**src/rtl/ccc_csr_writeback.sv**
```systemverilog
`default_nettype none
// ============================================================================
// ccc_csr_writeback: commits CCC-driven dynamic address updates to the CSR
// block via req/ack and holds the GETMWL/GETMRL/GETIBIL limits.
// Revision: 1.0
// ============================================================================
module ccc_csr_writeback #(
  parameter logic [15:0] DefMwl  = 16'd256,
  parameter logic [15:0] DefMrl  = 16'd256,
  parameter logic [7:0]  DefIbil = 8'd255,
  parameter logic [15:0] MinLen  = 16'd8
) (
  input  logic        clk_i,
  input  logic        rst_i,
  input  logic        rstdaa_i,
  input  logic        setdasa_i,
  input  logic        setnewda_i,
  input  logic [6:0]  addr_i,
  input  logic        virt_i,
  input  logic        dyn_valid_i,
  input  logic        virt_dyn_valid_i,
  input  logic        sw_busy_i,
  input  logic        set_mwl_i,
  input  logic [15:0] mwl_i,
  input  logic        set_mrl_i,
  input  logic [15:0] mrl_i,
  input  logic        set_ibil_i,
  input  logic [7:0]  ibil_i,
  output logic        csr_req_o,
  input  logic        csr_ack_i,
  output logic        csr_virt_o,
  output logic [6:0]  csr_addr_o,
  output logic        csr_addr_valid_o,
  output logic [15:0] get_mwl_o,
  output logic [15:0] get_mrl_o,
  output logic [7:0]  get_ibil_o,
  output logic        evt_o,
  output logic [1:0]  evt_code_o
);

  typedef enum logic [1:0] {
    S_IDLE   = 2'd0,
    S_REQ    = 2'd1,
    S_NOTIFY = 2'd2
  } state_t;

  localparam logic [1:0] C_CODE_RSTDAA = 2'd0;
  localparam logic [1:0] C_CODE_DASA   = 2'd1;
  localparam logic [1:0] C_CODE_NEWDA  = 2'd2;

  state_t r_state;
  state_t w_state_nxt;

  logic       r_p_pend, r_p_valid;
  logic [6:0] r_p_addr;
  logic [1:0] r_p_code;
  logic       r_v_pend, r_v_valid;
  logic [6:0] r_v_addr;
  logic [1:0] r_v_code;
  logic [1:0] r_code;

  logic       w_tgt_valid;
  logic       w_dasa_ok, w_newda_ok;
  logic       w_p_hit, w_v_hit;
  logic       w_ev_valid;
  logic [6:0] w_ev_addr;
  logic [1:0] w_ev_code;
  logic       w_launch, w_serve_p, w_serve_v;

  // Filtering uses the target's valid bit as seen in the arrival cycle.
  always_comb begin
    w_tgt_valid = virt_i ? virt_dyn_valid_i : dyn_valid_i;
    w_dasa_ok   = setdasa_i && !w_tgt_valid;
    w_newda_ok  = setnewda_i && w_tgt_valid;
    w_ev_valid  = 1'b1;
    w_ev_addr   = addr_i;
    w_ev_code   = w_newda_ok ? C_CODE_NEWDA : C_CODE_DASA;
    if (rstdaa_i) begin
      w_ev_valid = 1'b0;
      w_ev_addr  = 7'd0;
      w_ev_code  = C_CODE_RSTDAA;
    end
    w_p_hit = rstdaa_i || ((w_dasa_ok || w_newda_ok) && !virt_i);
    w_v_hit = rstdaa_i || ((w_dasa_ok || w_newda_ok) && virt_i);
  end

  always_comb begin
    w_state_nxt = r_state;
    w_launch    = 1'b0;
    case (r_state)
      S_IDLE: begin
        if ((r_p_pend || r_v_pend) && !sw_busy_i) begin
          w_launch    = 1'b1;
          w_state_nxt = S_REQ;
        end
      end
      S_REQ:    if (csr_ack_i) w_state_nxt = S_NOTIFY;
      S_NOTIFY: w_state_nxt = S_IDLE;
      default:  w_state_nxt = S_IDLE;
    endcase
    w_serve_p = w_launch && r_p_pend;
    w_serve_v = w_launch && !r_p_pend;
  end

  always_ff @(posedge clk_i) begin
    if (rst_i) r_state <= S_IDLE;
    else       r_state <= w_state_nxt;
  end

  // A hit in the same cycle as a launch re-arms the slot rather than clearing it.
  always_ff @(posedge clk_i) begin
    if (rst_i) begin
      r_p_pend <= 1'b0; r_p_valid <= 1'b0; r_p_addr <= 7'd0; r_p_code <= 2'd0;
      r_v_pend <= 1'b0; r_v_valid <= 1'b0; r_v_addr <= 7'd0; r_v_code <= 2'd0;
    end else begin
      if (w_p_hit) begin
        r_p_pend  <= 1'b1;
        r_p_valid <= w_ev_valid;
        r_p_addr  <= w_ev_addr;
        r_p_code  <= w_ev_code;
      end else if (w_serve_p) begin
        r_p_pend  <= 1'b0;
      end
      if (w_v_hit) begin
        r_v_pend  <= 1'b1;
        r_v_valid <= w_ev_valid;
        r_v_addr  <= w_ev_addr;
        r_v_code  <= w_ev_code;
      end else if (w_serve_v) begin
        r_v_pend  <= 1'b0;
      end
    end
  end

  always_ff @(posedge clk_i) begin
    if (rst_i) begin
      csr_virt_o       <= 1'b0;
      csr_addr_o       <= 7'd0;
      csr_addr_valid_o <= 1'b0;
      r_code           <= 2'd0;
    end else if (w_serve_p) begin
      csr_virt_o       <= 1'b0;
      csr_addr_o       <= r_p_addr;
      csr_addr_valid_o <= r_p_valid;
      r_code           <= r_p_code;
    end else if (w_serve_v) begin
      csr_virt_o       <= 1'b1;
      csr_addr_o       <= r_v_addr;
      csr_addr_valid_o <= r_v_valid;
      r_code           <= r_v_code;
    end
  end

  always_ff @(posedge clk_i) begin
    if (rst_i) begin
      get_mwl_o  <= DefMwl;
      get_mrl_o  <= DefMrl;
      get_ibil_o <= DefIbil;
    end else begin
      if (set_mwl_i)  get_mwl_o  <= (mwl_i < MinLen) ? MinLen : mwl_i;
      if (set_mrl_i)  get_mrl_o  <= (mrl_i < MinLen) ? MinLen : mrl_i;
      if (set_ibil_i) get_ibil_o <= ibil_i;
    end
  end

  assign csr_req_o  = (r_state == S_REQ);
  assign evt_o      = (r_state == S_NOTIFY);
  assign evt_code_o = (r_state == S_NOTIFY) ? r_code : 2'd0;

endmodule
`default_nettype wire

```
**config.mk**
```make
export PLATFORM = sky130hd
export DESIGN_NAME = ccc_csr_writeback
export DESIGN_NICKNAME = d
export VERILOG_FILES = /design/src/rtl/ccc_csr_writeback.sv
export SDC_FILE = /design/constraint.sdc
export NUM_CORES = 1
export LEC_CHECK = 0
export ABC_AREA = 1
export BUFFER_PORTS_ARGS = -buffer_cell sky130_fd_sc_hd__buf_4
export CAP_MARGIN = 20
export CORE_MARGIN = 3
export CORE_UTILIZATION = 40
export DETAILED_ROUTE_END_ITERATION = 6
export PLACE_DENSITY_LB_ADDON = 0.2
export SYNTH_ARGS = -nofsm -noshare
export SYNTH_HDL_FRONTEND = slang
export SYNTH_SLANG_ARGS = --single-unit
```
**constraint.sdc**
```tcl
create_clock -name clk_i -period 1.09 [get_ports clk_i]
set_input_delay 0.218 -clock clk_i [delete_from_list [all_inputs] [get_ports clk_i]]
set_output_delay 0.218 -clock clk_i [all_outputs]
set_load 0.1 [all_outputs]
```
Word level (Yosys, flattened, before mapping):

Index checks and enable logic that the tools add are counted.

* register bits after elaboration: 75
* input port bits: 60
* output and inout bits: 53

* $lt $le $gt $ge: 2
* equality and inequality tests: 4
* mux-type cells: 23
* reductions and logical operators: 21

Operator list (number)
* < comparator 16 x 4 -> 1 bit (second input constant): 2
* 2-to-1 mux 16 bit: 2
* 2-to-1 mux 7 bit: 3
* 2-to-1 mux 2 bit: 7
* 2-to-1 mux 1 bit: 10
* logical AND 1 bit: 7
* nonzero test 2 bit: 3
* logical NOT 1 bit: 4
* logical OR 1 bit: 4
* case mux 2 bit (2 select lines): 1
* == test 2 x 1 -> 1 bit (second input constant): 1
* == test 2 bit (second input constant): 1
* logical NOT 2 bit: 1
* inequality test 2 x 1 -> 1 bit (second input constant): 1
* inequality test 2 bit (second input constant): 1
* AND reduction 2 bit: 1
* OR reduction 2 bit: 1

Longest topological paths before layout:

* depth after elaboration: 7
* depth in mapped cells: 9
* gate-level depth less buffers: 8

Worst setup path after synthesis:

Ideal clock, no wire load.

* path kind: flip-flop to flip-flop
* from: reg r_state[0]
* to: reg r_state[0]
* setup time: 0.072 ns
* arrival time: 1.963 ns
* required time: 1.018 ns
* slack: -0.944 ns
* stages on the path, launching flop included: 5
* path buffers: 0
* period minus slack after synthesis: 2.034 ns
* path through: dfxtp_1 > inv_1 > nor2_1 > nand2_1 > a21oi_1

* longest elaborated chain between the ends: 3

Ends and longest elaborated chain
* from (decl): line 51 `state_t r_state;`
* from (signal assigned): line 107 `else r_state <= w_state_nxt;`
* == test 2 x 1 -> 1 bit (*)
* via csr_req_o: line 29 `output logic csr_req_o,`
* inequality test 2 x 1 -> 1 bit (no source line)
* AND reduction 2 bit (no source line)

Mark *: on every way through the listed nets, which the timed path passes. The rest lies on a longest branch.
A chain may end at the register's enable or synchronous reset.

Worst setup path after layout:

* from: reg r_state[1]
* to: reg csr_addr_o[2]

* longest elaborated chain between the ends: 4

Ends and longest elaborated chain
* logical NOT 2 bit (*): line 90 `case (r_state)`
* 2-to-1 mux 1 bit (*): line 90
* logical AND 1 bit (on tied branches): line 101, 102
* 2-to-1 mux 7 bit / nonzero test 2 bit (equally long branches)
* to (signal assigned): line 143 `csr_addr_o <= r_p_addr;`
* to (signal assigned): line 148 `csr_addr_o <= r_v_addr;`
* to (decl): line 32 `output logic [6:0] csr_addr_o,`

Mark *: on every way between the ends. The rest lies on a longest branch, timed or not.

==> flow_metrics.tcl <==
set metrics [dict create \
    grt_first_pass_wirelength_mm 14.1 \
    fmax_mhz 714 \
    initial_core_util_pct 42.5 \
    endpoint_kind "flop" \
    cts_tree "done" \
    synth_compound_area_share_pct 11.1 \
    synth_nets 485 \
    path_class "reg -> reg" \
    placedInstanceArea_um2 4300 \
    ys_ff_latch 75 \
    clock_latency_ns 0.34 \
    clock_sinks 75 \
    htreeDepth 3 \
    syn-cell-area_um2 3180 \
    synth.distinct_cells 24 \
    chipWidth_um 95.1 \
    critPathMaxFanout 6 \
    synth_top_area_share_pct 47.2 \
    fin_ws_ns -0.311 \
    worst_pin_slew_ns 0.280 \
    synth-xor-area-share_pct 0 \
    ir_drop_v 0.000927 \
    dp_hpwl_mm 6.13 \
    status "finished with violations" \
    worstHoldStart "ibil_i[5]" \
    overflow 0 \
    final_common_cell "buf_4" \
    r2r-start "r_state[1]" \
    dpl.cell_count 631 \
    grt_max_degree 41 \
    rows 31 \
    slew_viol_final 0 \
    min_period_ns 1.40 \
    stdcell_count 659 \
    grt_setup_unrepaired "true" \
    rr_worst_depth 10 \
    io_pins 113 \
    muxShareOfSynthArea_pct 0 \
    final_cell_area_um2 5510 \
    die-area_um2 9050 \
    syn_inst 425 \
    nNetsFinal 615 \
    port_buffers 112 \
    powerDensity_nw_per_um2 1400 \
    drt-total-wl_mm 9.79 \
    clkTransAtPathRegs_ns 0.09 \
    critPathLaunchType "flop" \
    antenna_cells 0 \
    hold_slack_ns 0.0830 \
    cts_buffers 9 \
    yosysTopAreaCell "dfxtp_1" \
    power_leakage_nw 2.50 \
    final_antenna_net_count 0 \
    drc_errors 0 \
    ys_seq_area_share_pct 47.2 \
    most-common-layout-cells "buf_4 (82), nand2_1 (66), buf_12 (58)" \
    max_slew_margin_pct 81.3 \
    syn_to_final_growth_pct 73.3 \
    yosys.area_share.simple_pct 31.7 \
    min_path_type "in -> reg" \
    yosys_warnings 0 \
    cp.required_ns 1.37 \
    clockRootBuffer "clkbuf_8" \
    critPathLaunch "r_state[1]" \
    wl_per_cell_um 14.9 \
    setup_violations 44 \
    gr-usage-all-layers_pct 19.6 \
    place.gp.congestion 0.777 \
    reg2reg_to "csr_addr_o[2]" \
    arrival_ns 1.68 \
    core_um2 7490 \
    clock_path_buffers 2 \
    synth_area_leaders "dfxtp_1 (47%), nand2_1 (8.1%), nand3_1 (7.9%)" \
    syn_area_per_cell_um2 7.48 \
    hold_depth 3 \
    synth_fa_ha_area_share_pct 0 \
    fin_crit_sh_pct 129 \
    r2r_slack_ns -0.31 \
    antenna_found_initial 0 \
    drtIter0Drc 154 \
    cap_violations 0 \
    first_global_vias 3116 \
    holdPathEnd "get_ibil_o[5]" \
    drt-pass1-iter-count 4 \
    drive_gt1_share_pct 47.7 \
    viasPerCell 5.02 \
    hold_viol_final 0 \
    die_h_um 95.1 \
    pre_cts_ws_ns -0.0700 \
    fin_skew_ns 0.0108 \
    violations "setup timing" \
    synth_top_family_by_area "simple AND/OR/NAND/NOR gates" \
    vias 3306 \
    finalSetupTns_ns -4.73 \
]
## sequential cells by signal, summed over array words and instances (netlist names), 2 cells and up
register    flops
get_mwl_o      16
get_mrl_o      16
r_v_code        2
r_p_code        2
r_code          2
csr_addr_o      7
get_ibil_o      8
r_state         2
r_v_addr        7
r_p_addr        7
## critical path: stages (launching register included)
cell and delay [ns]:
dfxtp_4 0.37, buf_6 0.12, nor2_4 0.10, nand2_4 0.07, nor2_4 0.12, buf_12 0.14, clkbuf_16 0.16, nand3_2 0.07
nand3_2 0.08, nand2_1 0.06, inv_1 0.06
## power breakdown
| group | internal, mW | switching [mW] |
|---|---|---|
| combinational | 0.851 | 1.36 |
| sequential | 2.90 | 0.150 |
| clock | 1.42 | 1.04 |
## worst max-delay path by stage
stage	endpoint	cells after the start	slack, ns
global route	csr_addr_o[2]	10	-0.36
finish	csr_addr_o[2]	10	-0.31
global placement	r_v_code[0]	7	-0.05
CTS	evt_o	4	-0.27
floorplan	r_state[0]	4	-0.12
detailed placement	csr_addr_o[1]	8	-0.07
## cell usage after synthesis (all sizes together)
cell     n
nand4   16
clkbuf  10
clkinv   2
nor2    54
nand2   71
nand3   63
inv     43
buf     16
nor3     2
dfxtp   75
a21oi   38
o21ai   31
o211ai   1
nor4     1
and3     2
## cell type report
type	instances	area (um2)
multi-input combinational	279	1540
fill	515	1980
tap	99	124
timing repair buffer	145	1860
sequential	75	1570
clock inverter	5	85.1
clock buffer	11	151
inverter	45	174
## logic make-up (layout without fill, tap and decap cells)
group / Yosys count / after routing
and+or+nand+nor: 209 / 209
DFF: 75 / 75
buffers and inverters: 71 / 206
AOI/OAI and AO/OA: 70 / 70
## repair_timing
item                       4_1_cts  5_1_grt
resized for setup              162       34
setup endpoints to repair       66       67
pin swaps                        1       14
hold buffers                     0        0
setup buffers                    5        4
gates cloned                     0        3
## metal layers
| metal | share of wire [%] | GRT usage [%] | routed length [um] | up-vias |
|---|---|---|---|---|
| li1 | - | - | - | 1649 |
| met1 | 39 | 23.6 | 3830 | 1552 |
| met2 | 54 | 33.5 | 5270 | 99 |
| met3 | 6.2 | 6.47 | 611 | 6 |
| met4 | 0.77 | 5.05 | 75 | 0 |
| met5 | 0 | 0 | 0 | - |
## metrics by stage
stage / total power [mW] / util (%)
6_report: 7.72 / 73.6
5_1_grt: 8.02 / 73.6
4_1_cts: 7.64 / 70.1
3_5_place_dp: 4.82 / 57.4
3_3_place_gp: 4.80 / 57.4
2_1_floorplan: 4.31 / -
No activity file was read; power rests on OpenSTA's default activity.
